`src/rtl/nv_nvdla_cmac_core_done_gen_if.sv`:
```
// Op-enable / atom-stream / completion signal bundle between the CMAC output
// stage, the register file and the done generator.
interface nv_nvdla_cmac_core_done_gen_if #(
    parameter int unsigned CNT_W = 22
);
    logic             reg2dp_op_en;
    logic [CNT_W-1:0] reg2dp_atomics;
    logic             out_pvld;
    logic             out_layer_end;
    logic             dp2reg_done;
    logic             op_busy;
    logic             cnt_err;
    logic [CNT_W-1:0] dp2reg_atom_cnt;

    // Register file / datapath side
    modport master (
        output reg2dp_op_en,
        output reg2dp_atomics,
        output out_pvld,
        output out_layer_end,
        input  dp2reg_done,
        input  op_busy,
        input  cnt_err,
        input  dp2reg_atom_cnt
    );

    // Done generator side
    modport slave (
        input  reg2dp_op_en,
        input  reg2dp_atomics,
        input  out_pvld,
        input  out_layer_end,
        output dp2reg_done,
        output op_busy,
        output cnt_err,
        output dp2reg_atom_cnt
    );
endinterface

```
`src/rtl/nv_nvdla_cmac_core_done_gen.sv`:
```
// CMAC layer-completion tracker: arms on an op_en start, counts output atoms,
// waits out the pipeline flush window, then pulses dp2reg_done for one cycle.
module nv_nvdla_cmac_core_done_gen #(
    parameter int unsigned CNT_W      = 22,
    parameter int unsigned DONE_DELAY = 2
) (
    input  logic                         nvdla_core_clk,
    input  logic                         nvdla_core_rst,
    nv_nvdla_cmac_core_done_gen_if.slave dg
);
    localparam int unsigned FLUSH_W = 4;
    localparam logic [FLUSH_W-1:0] FLUSH_INIT =
        (DONE_DELAY == 0) ? '0 : FLUSH_W'(DONE_DELAY - 1);

    typedef enum logic [1:0] {
        IDLE  = 2'd0,
        RUN   = 2'd1,
        FLUSH = 2'd2,
        DONE  = 2'd3
    } state_e;

    state_e             state_q;
    state_e             state_nxt;
    logic               op_en_d1;
    logic               done_d1;
    logic [FLUSH_W-1:0] flush_cnt_q;
    logic [FLUSH_W-1:0] flush_cnt_nxt;
    logic [CNT_W-1:0]   target_q;
    logic [CNT_W-1:0]   target_nxt;
    logic [CNT_W-1:0]   atom_cnt_q;
    logic [CNT_W-1:0]   atom_cnt_nxt;
    logic               cnt_err_q;
    logic               cnt_err_nxt;
    logic               done_q;
    logic               busy_q;

    logic               start;
    logic               cnt_hit;
    logic               last;

    // A start is an op_en rising edge, or op_en still high right after a done
    // so back-to-back layers need no op_en toggle.
    assign start   = dg.reg2dp_op_en & (~op_en_d1 | done_d1);
    assign cnt_hit = (atom_cnt_q == target_q);
    assign last    = dg.out_pvld & (cnt_hit | dg.out_layer_end);

    always_comb begin
        state_nxt     = state_q;
        flush_cnt_nxt = flush_cnt_q;
        target_nxt    = target_q;
        atom_cnt_nxt  = atom_cnt_q;
        cnt_err_nxt   = cnt_err_q;

        case (state_q)
            IDLE: begin
                if (start) begin
                    state_nxt    = RUN;
                    target_nxt   = dg.reg2dp_atomics;
                    atom_cnt_nxt = '0;
                    // An atom arriving with the start itself is stray, not atom 0.
                    cnt_err_nxt  = dg.out_pvld;
                end else if (dg.out_pvld) begin
                    cnt_err_nxt = 1'b1;
                end
            end
            RUN: begin
                if (!dg.reg2dp_op_en) begin
                    state_nxt = IDLE;
                end else if (dg.out_pvld) begin
                    atom_cnt_nxt = atom_cnt_q + CNT_W'(1);
                    if (last) begin
                        if (cnt_hit != dg.out_layer_end) begin
                            cnt_err_nxt = 1'b1;
                        end
                        if (DONE_DELAY == 0) begin
                            state_nxt = DONE;
                        end else begin
                            state_nxt     = FLUSH;
                            flush_cnt_nxt = FLUSH_INIT;
                        end
                    end
                end
            end
            FLUSH: begin
                if (dg.out_pvld) begin
                    cnt_err_nxt = 1'b1;
                end
                if (!dg.reg2dp_op_en) begin
                    state_nxt = IDLE;
                end else if (flush_cnt_q == '0) begin
                    state_nxt = DONE;
                end else begin
                    flush_cnt_nxt = flush_cnt_q - FLUSH_W'(1);
                end
            end
            DONE: begin
                if (dg.out_pvld) begin
                    cnt_err_nxt = 1'b1;
                end
                state_nxt = IDLE;
            end
            default: begin
                state_nxt = IDLE;
            end
        endcase
    end

    // State and output registers; done/busy are registered decodes of the next state.
    always_ff @(posedge nvdla_core_clk) begin
        if (nvdla_core_rst) begin
            state_q     <= IDLE;
            op_en_d1    <= 1'b0;
            done_d1     <= 1'b0;
            flush_cnt_q <= '0;
            target_q    <= '0;
            atom_cnt_q  <= '0;
            cnt_err_q   <= 1'b0;
            done_q      <= 1'b0;
            busy_q      <= 1'b0;
        end else begin
            state_q     <= state_nxt;
            op_en_d1    <= dg.reg2dp_op_en;
            done_d1     <= done_q;
            flush_cnt_q <= flush_cnt_nxt;
            target_q    <= target_nxt;
            atom_cnt_q  <= atom_cnt_nxt;
            cnt_err_q   <= cnt_err_nxt;
            done_q      <= (state_nxt == DONE);
            busy_q      <= (state_nxt != IDLE);
        end
    end

    assign dg.dp2reg_done     = done_q;
    assign dg.op_busy         = busy_q;
    assign dg.cnt_err         = cnt_err_q;
    assign dg.dp2reg_atom_cnt = atom_cnt_q;

endmodule
```
`src/flat_wrapper.sv`:
```
// flat-port wrapper written by rule: the top's interface ports become plain ports
module nv_nvdla_cmac_core_done_gen_flat 
#(
    parameter int unsigned CNT_W      = 22,
    parameter int unsigned DONE_DELAY = 2
)
  (nvdla_core_clk, nvdla_core_rst, dg_reg2dp_op_en, dg_reg2dp_atomics, dg_out_pvld, dg_out_layer_end, dg_dp2reg_done, dg_op_busy, dg_cnt_err, dg_dp2reg_atom_cnt);
  nv_nvdla_cmac_core_done_gen_if #(.CNT_W(CNT_W)) dg_i ();
  input  logic nvdla_core_clk;
  input  logic nvdla_core_rst;
  input wire logic [$bits(dg_i.reg2dp_op_en)-1:0] dg_reg2dp_op_en;
  input wire logic [$bits(dg_i.reg2dp_atomics)-1:0] dg_reg2dp_atomics;
  input wire logic [$bits(dg_i.out_pvld)-1:0] dg_out_pvld;
  input wire logic [$bits(dg_i.out_layer_end)-1:0] dg_out_layer_end;
  output wire logic [$bits(dg_i.dp2reg_done)-1:0] dg_dp2reg_done;
  output wire logic [$bits(dg_i.op_busy)-1:0] dg_op_busy;
  output wire logic [$bits(dg_i.cnt_err)-1:0] dg_cnt_err;
  output wire logic [$bits(dg_i.dp2reg_atom_cnt)-1:0] dg_dp2reg_atom_cnt;
  assign dg_i.reg2dp_op_en = dg_reg2dp_op_en;
  assign dg_i.reg2dp_atomics = dg_reg2dp_atomics;
  assign dg_i.out_pvld = dg_out_pvld;
  assign dg_i.out_layer_end = dg_out_layer_end;
  assign dg_dp2reg_done = dg_i.dp2reg_done;
  assign dg_op_busy = dg_i.op_busy;
  assign dg_cnt_err = dg_i.cnt_err;
  assign dg_dp2reg_atom_cnt = dg_i.dp2reg_atom_cnt;
  nv_nvdla_cmac_core_done_gen #(.CNT_W(CNT_W), .DONE_DELAY(DONE_DELAY)) u_core (.nvdla_core_clk(nvdla_core_clk), .nvdla_core_rst(nvdla_core_rst), .dg(dg_i));
endmodule
```
`config.mk`:
```
export PLATFORM = sky130hd
export DESIGN_NAME = nv_nvdla_cmac_core_done_gen_flat
export DESIGN_NICKNAME = d
export VERILOG_FILES = /design/src/rtl/nv_nvdla_cmac_core_done_gen_if.sv /design/src/rtl/nv_nvdla_cmac_core_done_gen.sv /design/src/flat_wrapper.sv
export SDC_FILE = /design/constraint.sdc
export NUM_CORES = 1
export LEC_CHECK = 0
export CAP_MARGIN = 30
export CELL_PAD_IN_SITES_DETAIL_PLACEMENT = 0
export CELL_PAD_IN_SITES_GLOBAL_PLACEMENT = 1
export CORE_UTILIZATION = 42
export CTS_BUF_LIST = sky130_fd_sc_hd__clkbuf_4
export CTS_CLUSTER_SIZE = 28
export DETAILED_ROUTE_END_ITERATION = 8
export PLACE_DENSITY_LB_ADDON = 0.1
export SYNTH_ARGS = -nofsm -noshare
export SYNTH_HDL_FRONTEND = slang
export SYNTH_SLANG_ARGS = --single-unit
```
`constraint.sdc`:
```
create_clock -name nvdla_core_clk -period 3.8 [get_ports nvdla_core_clk]
set_clock_uncertainty 0.2 [all_clocks]
set_input_delay 0.76 -clock nvdla_core_clk [delete_from_list [all_inputs] [get_ports nvdla_core_clk]]
set_output_delay 0.76 -clock nvdla_core_clk [all_outputs]
set_load 0.03 [all_outputs]
```
==> results of run 1 <==
==> per-layer routing <==
metal / global-route usage / routed length (um) / up-vias
met5: 0 / 0 / -
met4: 0.0807 / 93 / 0
met3: 0.0411 / 316 / 6
met2: 0.291 / 2680 / 57
met1: 0.312 / 3390 / 1079
li1: - / - / 1230
==> critical path, stage by stage (launching register included) <==
cell      delay, ps
dfxtp_1         540
xnor2_1         160
nand4_1         120
nor4_1          340
nand4_1         170
ha_1            250
nor4bb_1        460
a21oi_1         190
or3_1           370
a21boi_0        150
==> final cells by class <==
| cell class | count | share of cell area |
|---|---|---|
| multi-input cells | 242 | 0.440 |
| flip-flops and latches | 55 | 0.332 |
| inverters | 8 | 0.00906 |
| clock inverters | 2 | 0.0181 |
| well taps | 75 | 0.0283 |
| repair buffers | 53 | 0.159 |
| clock buffers | 6 | 0.0136 |
==> synthesized netlist by cell type (4+ instances only) <==
master / count
a21oi_1: 45
clkbuf_1: 15
dfxtp_1: 55
ha_1: 4
inv_1: 8
nand2_1: 58
nand2b_1: 7
nand3_1: 5
nand4_1: 13
nor2_1: 7
nor2b_1: 5
nor4_1: 6
o21ai_0: 7
o31ai_1: 12
or3_1: 4
or4_1: 12
xnor2_1: 20
xor2_1: 4
==> power by group <==
part | internal (mW) | leakage [nW] | switching (mW)
Combinational | 0.0638 | 0.562 | 0.0719
Sequential | 0.596 | 0.447 | 0.0140
Clock | 0.213 | 0.0559 | 0.192
==> worst min path at each step <==
stage                     cells after the start                  start  slack (ps)                  end
final                                         2     u_core.target_q[3]         280   u_core.target_q[3]
after floorplan                               2    u_core.target_q[11]         250  u_core.target_q[11]
after global routing                          2    u_core.target_q[14]         300  u_core.target_q[14]
after global placement                        1  u_core.dg.dp2reg_done         240       u_core.done_d1
after detailed placement                      1  u_core.dg.dp2reg_done         250       u_core.done_d1
after CTS                                     2     u_core.target_q[3]         280   u_core.target_q[3]
==> cell families (layout without fill, tap and decap cells) <==
| family | count (synthesis) | after routing | share of synthesized area |
|---|---|---|---|
| AO/OA/AOI/OAI | 73 | 73 | 0.157 |
| XOR/XNOR | 24 | 24 | 0.0785 |
| adder cells (fa/ha/maj) | 4 | 4 | 0.0187 |
| buffers and inverters | 28 | 69 | 0.0439 |
| flip-flops | 55 | 55 | 0.411 |
| multiplexers | 3 | 3 | 0.0112 |
| AND/OR/NAND/NOR | 138 | 138 | 0.279 |
==> flip-flops by register name, indices dropped and copies added, names as in the netlist <==
register / count
u_core.op_en_d1: 1
u_core.dg.cnt_err: 1
u_core.flush_cnt_q: 4
u_core.done_d1: 1
u_core.dg.dp2reg_atom_cnt: 22
u_core.target_q: 22
u_core.state_q: 2
u_core.dg.dp2reg_done: 1
u_core.dg.op_busy: 1
==> results.tsv, run 1 <==
metric	value	unit
status	completed	
grt_overflow	0	
min_period	3010	ps
grt_max_degree	32	
clkLatencyLatePin	380	ps
final_common_cell	nand2_1	
vias	2372	
grt_pass1_wl	10400	um
dr.pass1.iters	5	
synth.top_cell.area_share	0.411	
root_buffer	clkbuf_4	
synth_edf_count	0	
critPathLaunch	u_core.dg.dp2reg_atom_cnt[12]	
drv_slew	0	
worst-path-max-fanout	8	
die_h	81.8	um
cts_buffers	5	
track_usage	0.210	
grt_pass1_vias	2045	
area_delta_synth_final	23.8	%
antenna_found_initial	0	
ir_drop	313	uV
port_buffers	51	
synth_flop_cell	dfxtp_1	
post_cts_buffers	0	
endpoint	u_core.flush_cnt_q[2]	
arrival	3130	ps
cts_buffer_depth	2	
regToRegSetupSlack	790	ps
slew_headroom	0.483	
instances_no_fill	441	
fillers	608	
p_per_area	347	nW/um2
rsz0062_at_grt	false	
drc	0	
fin_tns_setup	0	ps
postSynthAreaPerCell	8.24	um2
rows	28	
path_class	reg2reg	
design_area	3310	um2
syn_nets	356	
ff_latch_area	1100	um2
period_share	0.792	
required	3920	ps
whs	279	ps
cts-resized-gates	0	
synth.largest_area_cell	dfxtp_1	
reg2reg_from	u_core.dg.dp2reg_atom_cnt[12]	
p_total	1.15	mW
place_area	3210	um2
hold_class	reg2reg	
post-route-util	0.550	
io_pins	52	
netlist_instances	325	
synth-seq-area-share	0.411	
gp_congestion	0.746	
crit_path_start_kind	flop	
path_clk_slew	160	ps
power_leakage	1.06	nW
core-area	6030	um2
ctsHtreeMaxLevel	2	
setup_ws	792	ps
max_slew.worst_pin.slew	776	ps
multi_input_area	1460	um2
yosys-top-cells-area	dfxtp_1 41%, a21oi_1 8.4%, nand2_1 8.1%	
tritoncts	done	
post_cts_hold_buffer_count	0	
layout_common_cells	58 x nand2_1, 55 x dfxtp_1, 51 x clkdlybuf4s50_1, 45 x a21oi_1, 20 x xnor2_1	
pre_cts_slack	724	ps
rr_worst_depth	9	
avgViaCountPerCell	5.38	
yosys_register_bits	55	
r2r_end	u_core.flush_cnt_q[2]	
dp_hpwl	4660	um
cp-end-kind	flop	
numPlacedInstances	433	
setup_violations	0	
yosysUniqueCellTypes	41	
wire_per_inst	14.7	um
cts.sinks	55	
syn_area	2680	um2
fp.dieW	81.8	um
ant_nets	0	
fmax	332	MHz
drt_iter0_drc	216	
start_util	0.444	
die_area	6700	um2
yosys_warnings	0	
max_cap_violations	0	
async_flop_share	0	
antenna_cells	0	
hold_violations	0	
wl	6490	um
final_nets	396	
layout-drive-gt1-share	0.0464	
No activity file was read; power rests on OpenSTA's default activity.
==> run 2: changes to the inputs <==
- CORE_UTILIZATION: 42 -> 39
- clock period: 3.8 -> 3.02 ns (I/O delays scaled with it)
==> results.tsv, run 2 (synthesis results as in run 1) <==
metric	value	unit	change
rows	29		+3.6%
grt_pass1_wl	11500	um	+10%
fin_tns_setup	0	ps	unchanged
p_total	1.28	mW	+11%
io_pins	52		unchanged
vias	2458		+3.6%
path_class	reg2reg		
regToRegSetupSlack	270	ps	-520 ps
core-area	6490	um2	+7.8%
p_per_area	374	nW/um2	+7.9%
slowest_stage	dfxtp_1		
setup_violations	0		unchanged
drv_slew	0		unchanged
antenna_cells	0		unchanged
antenna_found_initial	0		unchanged
die_h	84.9	um	+3.7%
layout_common_cells	58 x nand2_1, 54 x dfxtp_1, 51 x clkdlybuf4s50_1, 45 x a21oi_1, 22 x buf_4		
pwr-share-seq	0.599		+0.069
path_clk_slew	160	ps	about the same
rsz0062_at_grt	false		
period_share	0.909		+0.118
grt_max_degree	32		unchanged
cts_buffer_depth	2		unchanged
worst-path-max-fanout	6		-2
area_delta_synth_final	27.9	%	
max_cap_violations	0		unchanged
final_common_cell	nand2_1		
wl	6960	um	+7.2%
ctsHtreeMaxLevel	2		unchanged
power_leakage	1.15	nW	+7.8%
drc	3		+3
dr.pass1.iters	6		+1
design_area	3420	um2	+3.3%
arrival	2860	ps	-270 ps
grt_overflow	0		unchanged
critPathLaunch	u_core.target_q[10]		
reg2reg_from	u_core.target_q[10]		
cp-end-kind	flop		
rr_worst_depth	9		unchanged
p_switching	355	uW	+28%
ant_nets	0		unchanged
cts_buffers	5		unchanged
root_buffer	clkbuf_4		
tritoncts	done		
crit_path_start_kind	flop		
hold_depth	2		unchanged
max_slew.worst_pin.slew	814	ps	+38.3 ps
cpMostUsedCell	nand4_1		
clkLatencyLatePin	380	ps	about the same
avgViaCountPerCell	5.32		-1.1%
place_area	3360	um2	+4.8%
p_clk_frac	0.260		-0.092
dp_hpwl	5230	um	+12%
endpoint	u_core.flush_cnt_q[2]		
r2r_end	u_core.flush_cnt_q[2]		
crit_chain	xnor2_1 > nand4_1 > nor4_1 > nand4_1 > ha_1 > nor4bb_2 > a21oi_1 > or3_1 > a21boi_0		
internal_power	927	uW	+6.2%
die_area	7200	um2	+7.5%
p_sw_frac	0.277		+0.0355
comb_power_share	0.142		+0.024
required	3130	ps	-790 ps
hold_class	reg2reg		
start_util	0.412		-0.0321
grt_pass1_vias	2215		+8.3%
status	finished, violations left		
port_buffers	51		unchanged
drt_iter0_drc	148		-31%
fp.dieW	84.9	um	+3.7%
post-route-util	0.527		-0.0228
cts.sinks	55		unchanged
hold_violations	0		unchanged
min-delay-start	u_core.target_q[18]		
post_cts_hold_buffer_count	0		unchanged
ir_drop	185	uV	-41%
min_period	2750	ps	-263 ps
track_usage	0.204		-0.00580
gp_congestion	0.814		+9.1%
violations	design-rule violations		
layout-drive-gt1-share	0.0987		+0.0523
fmax	364	MHz	+9.6%
slowest_delay	410	ps	-130 ps
wire_per_inst	15.1	um	+2.4%
final_nets	416		+5.1%
slew_headroom	0.457		-0.0255
==> run 2: changes by cell type in the layout (fill, tap and decap cells not counted) <==
cell       previous run  this run
clkbuf_4              6         5
dfxtp_1              55        54
nor4bb_1              1         0
buf_4                 2        22
dfxtp_2               0         1
inv_6                 0         1
clkinv_4              0         1
bufinv_16             2         0
nor4bb_2              0         1
==> run 2: timing repair <==
item                       4_1_cts  5_1_grt
setup endpoints to repair        0        2
setup buffers                    0        0
gates resized for setup          0        2
==> run 2: layer usage <==
metal | vias up | share of wire | track usage
met1 | 1106 | 0.55 | 0.324
li1 | 1280 | - | -
met5 | - | 0 | 0
met4 | 0 | 0.021 | 0.0709
met2 | 63 | 0.39 | 0.273
met3 | 9 | 0.035 | 0.0321
==> run 2: worst min-delay path by stage <==
stage	to	slack (ps)
floorplan	u_core.target_q[11]	250
global placement	u_core.target_q[3]	250
detailed placement	u_core.done_d1	260
CTS	u_core.done_d1	280
global route	u_core.done_d1	300
finish	u_core.target_q[18]	280
==> run 2: power groups by stage <==
| stage | Clock, mW | Sequential, mW | Combinational [mW] |
|---|---|---|---|
| after floorplan | 0 | 0.784 | 0.105 |
| after global placement | 0 | 0.783 | 0.181 |
| after detailed placement | 0 | 0.784 | 0.182 |
| after CTS | 0.341 | 0.768 | 0.182 |
| after global routing | 0.375 | 0.772 | 0.201 |
| final | 0.333 | 0.768 | 0.181 |
==> run 2: critical path: cells and delay by family (launching register included) <==
| kind | cells | cell delay (ps) |
|---|---|---|
| AO/OA/AOI/OAI | 2 | 330 |
| AND/OR/NAND/NOR | 5 | 1350 |
| adder cells (fa/ha/maj) | 1 | 250 |
| XOR/XNOR | 1 | 140 |
| flip-flops | 1 | 410 |
==> run 2: area by class of cell <==
class	count	area (um2)
multi-input combinational	242	1470
tap	77	96.3
clock buffer	5	37.5
clock inverter	2	17.5
sequential	55	1100
fill	645	3070
timing repair buffer	73	676
inverter	8	30.0
==> run 2: through the flow <==
step	setup WS (ps)	std cells	hold WS (ps)
floorplan	312	325	248
global placement	215	455	254
detailed placement	125	455	262
CTS	83.6	462	283
global route	36.8	462	301
finish	274	462	280
